<file path="src/rtl/ro_pkg.sv">
// Shared types for the ring-oscillator frequency counter: FSM states and readout byte selects.
// No logic here; imported by the counter and its edge synchronizer.
package ro_pkg;

    typedef enum logic [1:0] {
        IDLE    = 2'd0,
        ARM     = 2'd1,
        GATE    = 2'd2,
        CAPTURE = 2'd3
    } ro_state_t;

    localparam logic [1:0] BYTE_RES0   = 2'd0;
    localparam logic [1:0] BYTE_RES1   = 2'd1;
    localparam logic [1:0] BYTE_RES2   = 2'd2;
    localparam logic [1:0] BYTE_STATUS = 2'd3;

endpackage

</file>
<file path="src/rtl/ro_edge_sync.sv">
// Synchronizes the free-running oscillator into clk and flags its rising edges.
// Latency: SYNC_STAGES+1 cycles from osc_in to edge_det; no backpressure (free-running).
module ro_edge_sync
    import ro_pkg::*;
#(
    parameter int SYNC_STAGES = 2
) (
    input  logic clk,
    input  logic rst,
    input  logic osc_in,
    output logic edge_det
);

    logic [SYNC_STAGES-1:0] sync_q;
    logic                   prev_q;

    always_ff @(posedge clk or posedge rst) begin
        if (rst) begin
            sync_q <= '0;
            prev_q <= 1'b0;
        end else begin
            sync_q <= {sync_q[SYNC_STAGES-2:0], osc_in};
            prev_q <= sync_q[SYNC_STAGES-1];
        end
    end

    // Inputs at or above f_clk/2 alias silently; nothing here detects it.
    assign edge_det = sync_q[SYNC_STAGES-1] & ~prev_q;

endmodule

</file>
<file path="src/rtl/ro_freq_counter.sv">
// Counts ring-oscillator rising edges over a 2^(GATE_MIN_LOG2+gate_sel) clk window and holds the result.
// Latency: done pulses 2^(GATE_MIN_LOG2+gate_sel)+SYNC_STAGES+2 cycles after start; start ignored while busy.
module ro_freq_counter
    import ro_pkg::*;
#(
    parameter int COUNT_W       = 24,
    parameter int GATE_MIN_LOG2 = 10,
    parameter int SYNC_STAGES   = 2
) (
    input  logic       clk,
    input  logic       rst,
    input  logic       osc_in,
    input  logic       start,
    input  logic [2:0] gate_sel,
    input  logic [1:0] byte_sel,
    output logic [7:0] rd_byte,
    output logic       busy,
    output logic       done,
    output logic       result_valid
);

    localparam int GW = GATE_MIN_LOG2 + 8;
    localparam int AW = $clog2(SYNC_STAGES + 1);

    ro_state_t          state_q, state_d;
    logic [2:0]         gate_sel_q;
    logic [AW-1:0]      arm_cnt_q;
    logic [GW-1:0]      gate_cnt_q;
    logic [GW-1:0]      gate_load;
    logic [COUNT_W-1:0] edge_cnt_q;
    logic [COUNT_W-1:0] result_q;
    logic               overflow_q;
    logic               result_valid_q;
    logic               edge_det;
    logic [23:0]        result_ext;

    ro_edge_sync #(
        .SYNC_STAGES(SYNC_STAGES)
    ) u_edge_sync (
        .clk     (clk),
        .rst     (rst),
        .osc_in  (osc_in),
        .edge_det(edge_det)
    );

    assign gate_load = (GW'(1) << (GATE_MIN_LOG2 + int'(gate_sel_q))) - GW'(1);

    always_comb begin
        state_d = state_q;
        unique case (state_q)
            IDLE:    if (start) state_d = ARM;
            ARM:     if (arm_cnt_q == '0) state_d = GATE;
            GATE:    if (gate_cnt_q == '0) state_d = CAPTURE;
            CAPTURE: state_d = IDLE;
            default: state_d = IDLE;
        endcase
    end

    always_ff @(posedge clk or posedge rst) begin
        if (rst) begin
            state_q        <= IDLE;
            gate_sel_q     <= '0;
            arm_cnt_q      <= '0;
            gate_cnt_q     <= '0;
            edge_cnt_q     <= '0;
            result_q       <= '0;
            overflow_q     <= 1'b0;
            result_valid_q <= 1'b0;
        end else begin
            state_q <= state_d;
            case (state_q)
                IDLE: begin
                    if (start) begin
                        gate_sel_q     <= gate_sel;
                        arm_cnt_q      <= AW'(SYNC_STAGES);
                        edge_cnt_q     <= '0;
                        overflow_q     <= 1'b0;
                        result_valid_q <= 1'b0;
                    end
                end
                // Edges seen while the synchronizer flushes belong to stale osc history.
                ARM: begin
                    arm_cnt_q <= arm_cnt_q - 1'b1;
                    if (arm_cnt_q == '0)
                        gate_cnt_q <= gate_load;
                end
                GATE: begin
                    gate_cnt_q <= gate_cnt_q - 1'b1;
                    if (edge_det) begin
                        if (&edge_cnt_q)
                            overflow_q <= 1'b1;
                        else
                            edge_cnt_q <= edge_cnt_q + 1'b1;
                    end
                end
                CAPTURE: begin
                    result_q       <= edge_cnt_q;
                    result_valid_q <= 1'b1;
                end
                default: ;
            endcase
        end
    end

    assign busy         = (state_q == ARM) || (state_q == GATE);
    assign done         = (state_q == CAPTURE);
    assign result_valid = result_valid_q;
    assign result_ext   = 24'(result_q);

    always_comb begin
        rd_byte = '0;
        case (byte_sel)
            BYTE_RES0:   rd_byte = result_ext[7:0];
            BYTE_RES1:   rd_byte = result_ext[15:8];
            BYTE_RES2:   rd_byte = result_ext[23:16];
            BYTE_STATUS: rd_byte = {result_valid_q, overflow_q, busy, 5'b0};
            default:     rd_byte = '0;
        endcase
    end

endmodule

</file>
<file path="config.mk">
export PLATFORM = sky130hd
export DESIGN_NAME = ro_freq_counter
export DESIGN_NICKNAME = d
export VERILOG_FILES = /design/src/rtl/ro_pkg.sv /design/src/rtl/ro_edge_sync.sv /design/src/rtl/ro_freq_counter.sv
export SDC_FILE = /design/constraint.sdc
export NUM_CORES = 1
export LEC_CHECK = 0
export CAP_MARGIN = 0
export CORE_ASPECT_RATIO = 1.5
export CORE_MARGIN = 2
export CORE_UTILIZATION = 30
export CTS_BUF_LIST = sky130_fd_sc_hd__clkbuf_4 sky130_fd_sc_hd__clkbuf_8
export DETAILED_ROUTE_END_ITERATION = 6
export PLACE_DENSITY = 0.5
export SLEW_MARGIN = 20
export SYNTH_ARGS = -nofsm -noshare
export SYNTH_HDL_FRONTEND = slang
export SYNTH_HIERARCHICAL = 1
export SYNTH_SLANG_ARGS = --single-unit
</file>
<file path="constraint.sdc">
create_clock -name clk -period 4.3 [get_ports clk]
set_clock_uncertainty 0.1 [all_clocks]
set_input_delay 0.86 -clock clk [delete_from_list [all_inputs] [get_ports clk]]
set_output_delay 0.86 -clock clk [all_outputs]
set_load 0.02 [all_outputs]
</file>
### After elaboration in Yosys (flattened, before gate mapping)

Cells that the tools add are included.
W data, S select, Z words.

| storage, ports and cells | value |
|---|---|
| logic and storage cells | 65 |
| register bits | 78 |
| output and inout port bits | 11 |

| operators by class | value |
|---|---|
| add/sub/neg operators | 5 |
| multiplexer cells | 18 |
| reduce and logical (&&, ||, !) cells | 17 |
| equality and inequality tests | 12 |
| bitwise logic cells | 2 |
| shifts and indexed selects | 1 |

Operators with widths:

| cell | count |
|---|---|
| $mux W24 | 3 |
| $pmux W24 S2 | 1 |
| $pmux W18 S2 | 1 |
| $pmux W8 S4 | 1 |
| $add A24 B1 Y24 const B | 1 |
| $reduce_and A24 Y1 | 1 |
| $logic_not A18 Y1 | 1 |
| $mux W18 | 1 |
| $shl A1 B5 Y18 const A | 1 |
| $sub A18 B1 Y18 const B | 1 |
| $sub A18 B2 Y18 const B | 1 |
| $ne A2 B2 Y1 const B | 6 |
| $eq A2 B2 Y1 const B | 4 |
| $mux W2 | 4 |
| $pmux W2 S4 | 1 |
| $reduce_and A2 Y1 | 4 |
| $reduce_and A4 Y1 | 2 |
| $reduce_bool A2 Y1 | 4 |
| $logic_not A2 Y1 | 3 |
| $add A4 B3 Y5 const A | 1 |
| $eq A2 B1 Y1 const B | 2 |
| $pmux W1 S2 | 2 |
| $pmux W2 S2 | 1 |
| $mux W1 | 3 |
| other kinds (5) | 5 |

### Longest topological paths before layout

| logic depth | value |
|---|---|
| word-level depth | 5 |
| mapped depth | 9 |
| mapped depth without buffers | 7 |

### Cells and area by module

The synthesis kept the hierarchy.

Modules (own cells, without submodules):

| module | area an instance (µm²) | times used | cells each | seq. area each (µm²) |
|---|---|---|---|---|
| ro_freq_counter | 4,261.6 | 1 | 441 | 1,876.8 |
| ro_edge_sync | 92.6 | 1 | 5 | 75.1 |

### Worst setup path before layout

Ideal clock, no wire load.

| path | value |
|---|---|
| path type | input to output |
| from | input byte_sel[1] |
| to | output rd_byte[5] |
| cell stages on the path | 2 |
| buffers on the path | 1 |
| data arrival time | 1.872 ns |
| path slack | 1.468 ns |
| cell sequence | clkbuf_1 > mux4_2 |

| on the way | value |
|---|---|
| cells in the longest elaborated chain, start to end | 2 |
| elaborated cells between the ends (all ways) | 5 |

Ends and longest elaborated chain:

| element | line | source |
|---|---|---|
| start, declared | ro_freq_counter.sv:15 | `input logic [1:0] byte_sel,` |
| $eq A2 B2 Y1, or another cell as far along | ro_freq_counter.sv:112 | `case (byte_sel)` |
| $pmux W8 S4 * | ro_freq_counter.sv:112 |  |
| end, declared | ro_freq_counter.sv:16 | `output logic [7:0] rd_byte,` |

Every way passes the cells marked *; elsewhere a longest branch is shown, timed or not.

### Worst setup path after layout

Ends and elaborated chain as after synthesis.

==> flow_metrics.py <==
metrics = {
    "outcome": {
        "outcome": "finished, final reports clean",
    },
    "critical_path": {
        "critical_path.slowest_cell": "clkdlybuf4s50_1",
        "cp_cell_sequence": "clkdlybuf4s50_1, mux4_2, clkdlybuf4s50_1",
        "cpLargestDelayFamily": "buffers and inverters",
        "worstPathRequired_ps": 3340,
        "path_class": "primary input to output port",
        "worstReg2RegStart": "state_q[0]$_DFFE_PP0P_",
        "timing.critical_path.fanout_max": 9,
        "cp_num_buf_inv": 2,
        "worst_path_most_repeated_cell": "clkdlybuf4s50_1",
        "slowest_delay_ps": 810,
        "timing.critical_path.arrival_ps": 2790,
        "r2r_setup_slack_ps": 1470,
        "endpoint_kind": "output port",
        "timing.critical_path.from_type": "primary input",
        "timing.critical_path.from": "byte_sel[1]",
    },
    "die": {
        "floorplan.die_area_um2": 15500,
        "core_area_um2": 14100,
        "floorplan.die.height_um": 152,
        "start_util_pct": 30.8,
        "die-width_um": 102,
        "row_count": 53,
        "num_io_pins": 20,
    },
    "final_layout": {
        "mostFrequentLayoutCells": "dfrtp_1, nor2_1, nand2_1",
        "syn2layout_area_growth_pct": 14.5,
        "final_common_cell": "dfrtp_1",
        "antenna_cells": 0,
        "utilization_pct": 35.3,
        "fillers": 1420,
        "post_route_cells_drive_above_1_share_pct": 13.2,
        "design.final.nets": 479,
    },
    "grt": {
        "grt_max_degree": 33,
        "grt_pass1_vias": 3428,
        "antenna_violations_before_repair": 0,
        "globalRouteOverflowTotal": 0,
        "grt_use_total_pct": 14.8,
        "grt_first_pass_wirelength_um": 17700,
    },
    "place": {
        "number_of_buffers_inserted_by_port_buffering": 19,
        "routabilityCongestion": 0.801,
        "half_perimeter_wire_length_after_detailed_placement_um": 7810,
    },
    "clock_tree": {
        "post_cts.repair.setup_buffers": 0,
        "cts_inserted_buffers": 9,
        "tritoncts_sinks": 78,
        "worstSkewPairLatency_ps": 350,
        "post_cts_hold_buffer_count": 0,
        "cts.htree.levels": 3,
        "ctsLongestPathBuffers": 2,
        "ctsResizeCount": 0,
        "tritoncts": "built",
        "path_clk_slew_ps": 90,
        "cts.root.buffer_cell": "clkbuf_8",
    },
    "timing": {
        "rsz0062_at_grt": "false",
        "hold_viol": 0,
        "timing.setup.tns_ps": 0,
        "final.min_clock_period_ps": 3750,
        "timing.slew.headroom_pct": 43.0,
        "final-setup-viol-count": 0,
        "slew_at_the_pin_closest_to_its_max_slew_limit_ps": 852,
        "finalMaxSlewViolations": 0,
        "maxClockFrequency_mhz": 266,
        "timing.final.crit_share_pct": 87.3,
    },
    "power": {
        "powerDensity_nw_per_um2": 318,
        "worst_ir_drop_on_vdd_mv": 0.140,
        "power.leakage_nw": 2.18,
        "finalPower_mw": 1.58,
    },
    "hold_path": {
        "hp-start": "u_edge_sync/sync_q[0]$_DFF_PP0_",
        "worstHoldPathType": "flip-flop to flip-flop",
    },
    "logic_synthesis": {
        "number_of_enable_flip_flop_cells_after_synthesis": 0,
        "synth_area_per_cell_um2": 9.76,
        "main_combinational_cell_family_by_area_after_synthesis": "simple AND/OR/NAND/NOR gates",
        "post_synthesis_simple_gate_area_fraction_pct": 19.9,
        "syn-cell-area_um2": 4350,
        "ys_warn_count": 6,
        "synth_sequential_area_ratio_pct": 44.8,
        "synth.lib_cells_used.distinct": 51,
        "post_synth_inst_count": 446,
        "synthFlopType": "dfrtp_1",
        "synthXorXnorAreaFrac_pct": 3.02,
        "syn_nets": 467,
        "postSynth.asyncResetShare_pct": 100,
        "yosys-mux-area-fraction_pct": 13.4,
        "ys_ff_latch": 78,
        "compound_gate_fraction_of_synth_area_pct": 12.1,
        "synth-adder-area-share_pct": 3.45,
    },
    "route": {
        "routed_via_density": 5.16,
        "route.detailed.wl_per_inst_um": 16.4,
        "aggregate_routed_wire_length_um": 10800,
        "dr.pass1.iters": 4,
        "drt_iter0_markers": 125,
        "drcViolationCount": 0,
        "num_vias": 3377,
        "drt.antenna.violating_nets": 0,
    },
    "job": {
        "max_cap_violations": 0,
    },
}
## power breakdown
group	switching, mW	total (mW)	internal (mW)
combinational	0.0558	0.0953	0.0395
sequential	0.0406	0.796	0.755
clock	0.288	0.693	0.406
## layer usage
metal  vias to the layer above  wire length [um]  global-route usage [%]
met3                        19               207                    2.57
met5                         -                 0                       0
li1                       1638                 -                       -
met1                      1672              4390                    16.5
met2                        48              5850                    27.0
met4                         0               302                    6.40
## registers in the layout, indices dropped and copies added (netlist names)
name and cells:
result_ext 24, overflow_q 1, u_edge_sync/prev_q 1, gate_sel_q 3
result_valid 1, u_edge_sync/sync_q 2, state_q 2, gate_cnt_q 18
edge_cnt_q 24, arm_cnt_q 2
## Yosys cell counts, types with 2 or more instances
master | instances | area, um^2
buf_1 | 5 | 18.8
inv_1 | 13 | 48.8
o21ai_0 | 19 | 95.1
xnor2_1 | 10 | 87.6
a32oi_1 | 2 | 17.5
a21oi_1 | 24 | 120
or4_1 | 2 | 15.0
nor4_1 | 7 | 43.8
nor3_1 | 12 | 60.1
nand3_1 | 21 | 105
and2_1 | 4 | 25.0
or3_1 | 4 | 25.0
a41oi_1 | 2 | 17.5
nand2_1 | 38 | 143
nand4_1 | 9 | 56.3
mux4_2 | 3 | 67.6
nand2b_1 | 5 | 31.3
nor4b_1 | 2 | 17.5
nor3b_1 | 2 | 15.0
o31ai_1 | 3 | 22.5
a31oi_1 | 8 | 50.1
nor2_1 | 43 | 161
o22a_1 | 2 | 17.5
o21a_1 | 2 | 15.0
a211oi_1 | 7 | 52.6
mux2_2 | 30 | 338
clkbuf_1 | 16 | 60.1
mux2i_1 | 18 | 180
o22ai_1 | 8 | 50.1
ha_1 | 12 | 150
dfrtp_1 | 78 | 1950
and4_2 | 2 | 20.0
and3_1 | 5 | 31.3
a21o_1 | 3 | 22.5
nor2b_1 | 5 | 31.3
xor2_1 | 5 | 43.8
## path summary, 6_finish.rpt
check | endpoint | cells past startpoint
setup reg to reg | gate_cnt_q[17]$_DFFE_PP0P_ | 7
max in group asynchronous | result_ext[22]$_DFFE_PP0P_ | 3
min in group asynchronous | u_edge_sync/sync_q[1]$_DFF_PP0_ | 2
hold / removal | u_edge_sync/sync_q[1]$_DFF_PP0_ | 0
hold reg to reg | u_edge_sync/sync_q[1]$_DFF_PP0_ | 0
setup / recovery | rd_byte[5] | 3
## per-stage QoR
step / cell area [um^2] / setup WS (ps) / std cells / hold WS (ps)
after floorplan: 4350 / 1430 / 446 / 231
after global placement: 4730 / 582 / 639 / 239
after detailed placement: 4730 / 560 / 639 / 241
after CTS: 4980 / 552 / 655 / 253
after global routing: 4980 / 376 / 655 / 262
final: 4980 / 547 / 655 / 252
## cell families (layout without fill, tap and decap cells)
group           after synthesis  after routing
flops                        78             78
fa+ha+maj                    12             12
mux                          51             51
xor+xnor                     15             15
simple gates                169            169
buf+inv                      36             53
compound gates               85             85
## layout make-up
class	instances	area, um^2	area share, %
flip-flops and latches	78	1950	39.2
clock buffers	10	138	2.76
inverters	13	48.8	0.979
repair buffers	24	228	4.57
clock inverters	6	116	2.33
well taps	192	240	4.82
multi-input cells	332	2260	45.4
No activity file was read; power rests on OpenSTA's default activity.
